## config.mk

```make
export PLATFORM = sky130hd
export DESIGN_NAME = sat_sub_serial
export DESIGN_NICKNAME = d
export VERILOG_FILES = /design/src/rtl/sat_sub_serial_pkg.sv /design/src/rtl/sat_sub_serial_sub_nibble.sv /design/src/rtl/sat_sub_serial.sv
export SDC_FILE = /design/constraint.sdc
export NUM_CORES = 1
export LEC_CHECK = 0
export BUFFER_PORTS_ARGS = -buffer_cell sky130_fd_sc_hd__buf_4
export CORE_MARGIN = 3
export CORE_UTILIZATION = 50
export DETAILED_ROUTE_END_ITERATION = 10
export PLACE_DENSITY = 0.73
export SKIP_LAST_GASP = 1
export SYNTH_ARGS = -nofsm -noshare
export SYNTH_HDL_FRONTEND = slang
export SYNTH_SLANG_ARGS = --single-unit
```

## constraint.sdc

```tcl
create_clock -name clk -period 2.8 [get_ports clk]
set_clock_uncertainty 0.1 [all_clocks]
set_input_delay 0.56 -clock clk [delete_from_list [all_inputs] [get_ports clk]]
set_output_delay 0.56 -clock clk [all_outputs]
set_load 0.1 [all_outputs]
```

## src/rtl/sat_sub_serial_pkg.sv

```systemverilog
// Shared definitions for the nibble-serial saturating subtractor:
// mode encodings, FSM state encoding and saturation constants.
package sat_sub_serial_pkg;

   typedef enum logic [1:0] {
      MODE_WRAP  = 2'b00,
      MODE_SAT16 = 2'b01,
      MODE_SAT4  = 2'b10
   } mode_e;

   typedef enum logic [1:0] {
      IDLE = 2'b00,
      BUSY = 2'b01,
      DONE = 2'b10
   } state_e;

   localparam logic [15:0] SAT16_POS = 16'h7FFF;
   localparam logic [15:0] SAT16_NEG = 16'h8000;
   localparam logic [3:0]  SAT4_POS  = 4'h7;
   localparam logic [3:0]  SAT4_NEG  = 4'h8;

   // Mode 11 is unassigned and behaves exactly like wrap.
   function automatic mode_e normalize_mode(input logic [1:0] m);
      case (m)
         MODE_SAT16: return MODE_SAT16;
         MODE_SAT4:  return MODE_SAT4;
         default:    return MODE_WRAP;
      endcase
   endfunction

endpackage

```

## src/rtl/sat_sub_serial_sub_nibble.sv

```systemverilog
// Combinational 4-bit subtract slice: d = a + nb + cin, where nb is the
// already-inverted subtrahend nibble. vn flags signed overflow of the nibble.
module sub_nibble (
   input  logic [3:0] a,
   input  logic [3:0] nb,
   input  logic       cin,
   output logic [3:0] d,
   output logic       cout,
   output logic       vn
);

   logic [4:0] sum;

   // Add with carry-in; the fifth bit is the carry (inverse borrow) out.
   always_comb begin
      sum  = {1'b0, a} + {1'b0, nb} + {4'b0, cin};
      d    = sum[3:0];
      cout = sum[4];
      // Operand signs differ when a[3] equals the inverted subtrahend sign.
      vn   = (a[3] == nb[3]) & (sum[3] != a[3]);
   end

endmodule

```

## src/rtl/sat_sub_serial.sv

```systemverilog
// Nibble-serial saturating subtractor Diff = A - B with valid/ready on both
// sides. One nibble is processed per cycle, LSB first; the carry chain is
// held in a register between cycles.
module sat_sub_serial
   import sat_sub_serial_pkg::*;
#(
   parameter int NIBBLES = 4
) (
   input  logic                 clk,
   input  logic                 rst_n,
   input  logic                 in_valid,
   output logic                 in_ready,
   input  logic [4*NIBBLES-1:0] A,
   input  logic [4*NIBBLES-1:0] B,
   input  logic [1:0]           mode,
   output logic                 out_valid,
   input  logic                 out_ready,
   output logic [4*NIBBLES-1:0] Diff,
   output logic                 Z,
   output logic                 N,
   output logic                 V
);

   localparam int W     = 4 * NIBBLES;
   localparam int CNT_W = (NIBBLES > 1) ? $clog2(NIBBLES) : 1;
   localparam logic [CNT_W-1:0] LAST_CNT = CNT_W'(NIBBLES - 1);
   // Full-width saturation limits; equal to SAT16_POS/SAT16_NEG at 16 bits.
   localparam logic [W-1:0] SAT_POS = {1'b0, {(W-1){1'b1}}};
   localparam logic [W-1:0] SAT_NEG = {1'b1, {(W-1){1'b0}}};

   state_e           state, next_state;
   mode_e            mode_r;
   logic [CNT_W-1:0] cnt;
   logic [W-1:0]     a_sh, nb_sh, res;
   logic             carry;
   logic             accept, step, last;

   logic [3:0]   nib_raw, nib_w;
   logic         cin, cout, vn;
   logic [W-1:0] full, diff_fin;
   logic         v_fin;

   assign last = (cnt == LAST_CNT);

   sub_nibble u_slice (
      .a    (a_sh[3:0]),
      .nb   (nb_sh[3:0]),
      .cin  (cin),
      .d    (nib_raw),
      .cout (cout),
      .vn   (vn)
   );

   // Slice carry-in, per-nibble saturation and final-result selection.
   always_comb begin
      // NOTE: every always_comb output gets a default first so no path can leave it unassigned and infer a latch.
      cin      = (mode_r == MODE_SAT4) ? 1'b1 : carry;
      nib_w    = nib_raw;
      if ((mode_r == MODE_SAT4) && vn)
         nib_w = a_sh[3] ? SAT4_NEG : SAT4_POS;
      full     = {nib_w, res[W-1:4]};
      // On the last nibble the slice overflow is exactly the full-width V.
      diff_fin = full;
      if ((mode_r == MODE_SAT16) && vn)
         diff_fin = a_sh[3] ? SAT_NEG : SAT_POS;
      v_fin    = (mode_r != MODE_SAT4) & vn;
   end

   // FSM state register.
   always_ff @(posedge clk) begin
      // NOTE: sequential state uses non-blocking (<=) so every register samples pre-edge values.
      if (!rst_n) state <= IDLE;
      else        state <= next_state;
   end

   // FSM next state and handshake outputs.
   always_comb begin
      next_state = state;
      in_ready   = 1'b0;
      out_valid  = 1'b0;
      accept     = 1'b0;
      step       = 1'b0;
      case (state)
         IDLE: begin
            in_ready = 1'b1;
            if (in_valid) begin
               accept     = 1'b1;
               next_state = BUSY;
            end
         end
         BUSY: begin
            step = 1'b1;
            if (last) next_state = DONE;
         end
         DONE: begin
            out_valid = 1'b1;
            if (out_ready) next_state = IDLE;
         end
         default: next_state = IDLE;
      endcase
   end

   // Operand capture, nibble shifting, carry chain and result registers.
   always_ff @(posedge clk) begin
      if (!rst_n) begin
         // NOTE: operand and carry registers are reset too, so an aborted operation leaves no residue.
         a_sh   <= '0;
         nb_sh  <= '0;
         res    <= '0;
         carry  <= 1'b0;
         cnt    <= '0;
         mode_r <= MODE_WRAP;
         Diff   <= '0;
         Z      <= 1'b0;
         N      <= 1'b0;
         V      <= 1'b0;
      end else if (accept) begin
         a_sh   <= A;
         nb_sh  <= ~B;
         carry  <= 1'b1;
         cnt    <= '0;
         mode_r <= normalize_mode(mode);
      end else if (step) begin
         a_sh  <= a_sh >> 4;
         nb_sh <= nb_sh >> 4;
         carry <= cout;
         cnt   <= cnt + 1'b1;
         res   <= full;
         if (last) begin
            Diff <= diff_fin;
            Z    <= (diff_fin == '0);
            N    <= diff_fin[W-1];
            V    <= v_fin;
         end
      end
   end

endmodule

```

==> key figures <==
Run status
  • Status: finished, final reports clean

Power
  • Switching share of total power: 0.259
  • Max VDD drop: between 300 and 400 uV
  • Pwr per Cell Area: approximately 610 nW/um^2
  • Seq pwr share: 0.454
  • Leakage: 1.53 nW
  • Clk pwr share: 0.397
  • Logic pwr share: 0.150
  • P_sw: 0.000603 W
  • Int Pwr: 0.00173 W

STA
  • Setup WS post-layout: approximately 0.16 ns
  • Minimum clock period: 2.64 ns
  • Hold WS: 0.354 ns
  • Setup TNS: 0 ns
  • Highest Clock Rate: 379 MHz
  • Slew Limit Headroom: 0.383
  • Final Cycle Share: 0.941
  • RSZ-0062 raised after global routing: false
  • Endpoints failing setup: 0
  • Final hold vios: 0
  • Final Max Tran Viols: 0
  • Measured slew at the worst slew-check pin: 0.924 ns

Layout
  • Commonest non-fill, non-tap cell in the layout: buf_4
  • Fin nets: 476
  • N_diodes: 0
  • Final Util: 0.646
  • Post-Layout Cell Count: 512
  • Commonest non-fill, non-tap cells in the layout: buf_4, dfxtp_1, nand2_1
  • Multi-input gate area: around 1600 um^2
  • Area Growth Syn to Fin: 24.2%
  • Share of layout cells above drive strength 1: 0.215
  • Fillcell total: 534
  • FF+latch area: 1380 um^2

Synth
  • Post-synth EDFFs: 0
  • Register bit count reported by yosys: just under 70
  • Netlist cell types: 50
  • Synth Cell Area: 3100 um^2
  • Sequential-to-total area share from yosys stat: 0.446
  • Ys flop type: dfxtp_1
  • Async S/R FF share, synth: 0
  • Yosys warning count: 0
  • Mapped Cells: 378
  • Syn_nets: 422
  • Syn_area_per_cell: 8.19 um^2

Worst setup path
  • Critical path required time: 2.94 ns
  • Critical Path Fanout Max: 6
  • Max stage delay cell, worst path: fa_1
  • CP Cell Sequence: nor2b_1 > nor2_1 > fa_1 > fa_1 > xor2_1 > o31a_1 > o22ai_1 > o41ai_2
  • Critical Path End Type: flip-flop
  • CP max stage delay: approximately 0.42 ns
  • CP bufs+invs: 0
  • Crit path max-delay family: adder cells
  • Critical path type: reg2reg
  • Critical Path AT: 2.78 ns
  • CP dominant cell by count: fa_1
  • Startpoint Class: flip-flop

Clock network
  • CTS tree: yes
  • Setup Buffers After CTS: 0
  • Root buf cell: clkbuf_8
  • Total CTS buffers: 9
  • Clock transition at path regs: 0.08 ns
  • CTS H-tree lvls: 3
  • Max clock buf depth: 2
  • Clock Latency Late Sink: about 0.34 ns
  • Post-CTS sizing: 0
  • Hold-fix buffers at CTS: 0
  • Clock Sinks: between 60 and 70

Placed design
  • PortBufs: 58
  • DP Cell Count: 496
  • Post-place setup slack: 0.196 ns
  • DP HPWL: 5330 um
  • RePlAce Congestion: 0.850

GRT
  • Largest net degree at the start of global routing: 39
  • Initial antenna violation count: 0
  • Vias in the first global route: 2770
  • Gr ovfl total: 0
  • Gr usage total: 0.218
  • First-pass GRT wire length: 12700 um

Worst hold path
  • Worst Hold Class: reg2reg

Drt
  • Drt initial violations: ~180
  • Avg Vias per Cell: 5.64
  • # DRC: 0
  • WL/cell: 14.6 um
  • Post-route ant nets: 0
  • WL final: 7450 um
  • Total number of vias: 2886
  • Drt first pass iters: 4

Floorplan
  • FP Rows: 28
  • IO Count: 59
  • Starting density of the core: 0.520
  • Die ar.: 7170 um^2
  • Die height: 84.7 um
  • Core Footprint: 5960 um^2
  • Die width: ~85 um

Job
  • Max-capacitance violation count: 0
[cell usage after synthesis (3+ instances only)]
cell	instances	area, um^2
nand2_1	47	176
nand3b_1	5	37.5
dfxtp_1	69	1380
inv_1	6	22.5
nand3_1	18	90.1
a22oi_1	12	90.1
nand2b_1	5	31.3
nor2_1	44	165
nor2b_1	4	25.0
o31ai_1	3	22.5
o21ai_0	28	140
nor3_1	6	30.0
a31oi_1	4	25.0
a21oi_1	41	205
and2_1	3	18.8
a221oi_1	12	105
ha_1	4	50.1
o211a_1	3	30.0
or3_1	3	18.8
clkbuf_1	24	90.1
[cells by family (layout without fill, tap and decap cells)]
kind of cell / after synthesis / after routing / synth area share
and+or+nand+nor: 144 / 144 / 0.220
AOI/OAI and AO/OA: 119 / 119 / 0.244
DFF: 69 / 69 / 0.446
buffers and inverters: 35 / 94 / 0.0457
adders and majority gates: 6 / 6 / 0.0291
xor gates and xnor gates: 3 / 3 / 0.00849
muxes: 2 / 2 / 0.00647
[through the flow]
step	total power, W	area, um^2
final	0.00233	3840
after global routing	0.00244	3840
after CTS	0.00235	3840
after detailed placement	0.00143	3610
after global placement	0.00142	3610
after floorplan	0.00131	3100
[power groups by stage]
stage	sequential, W	clock (W)	combinational, W
6_report	0.00106	0.000925	0.000348
4_1_cts	0.00106	0.000944	0.000349
5_1_grt	0.00106	0.000989	0.000390
3_3_place_gp	0.00108	0	0.000343
2_1_floorplan	0.00107	0	0.000241
3_5_place_dp	0.00108	0	0.000347
[tightest hold or removal path, cell delays in order (launching register included)]
cell and delay [ns]:
dfxtp_1 0.31, nand2_1 0.05, a21oi_1 0.05
[metal layers]
layer | global-route usage | vias up | share of wire
met5 | 0 | - | 0
met4 | 0.0892 | 0 | 0.017
met3 | 0.0491 | 11 | 0.069
met2 | 0.349 | 95 | 0.46
met1 | 0.283 | 1322 | 0.45
li1 | - | 1458 | -
[registers in the layout, summed over array words and instances (netlist names)]
signal / cells
state: 2
mode_r: 2
Diff: 16
cnt: 2
a_sh: 16
carry: 1
Z: 1
res: 12
nb_sh: 16
V: 1
[cell type report]
type	count	share of cell area
well taps	75	0.0244
clock buffers	11	0.0394
repair buffers	71	0.139
flip-flops and latches	69	0.359
inverters	7	0.00683
multi-input cells	274	0.410
clock inverters	5	0.0212
[path summary, 6_finish.rpt]
path                   from  to  slack, ns  cells past startpoint
setup / recovery  mode_r[1]   Z       0.16                      8
hold / removal            V   V       0.35                      2
setup reg to reg  mode_r[1]   Z       0.16                      8
hold reg to reg           V   V       0.35                      2
(Power assumes the default switching activity.)
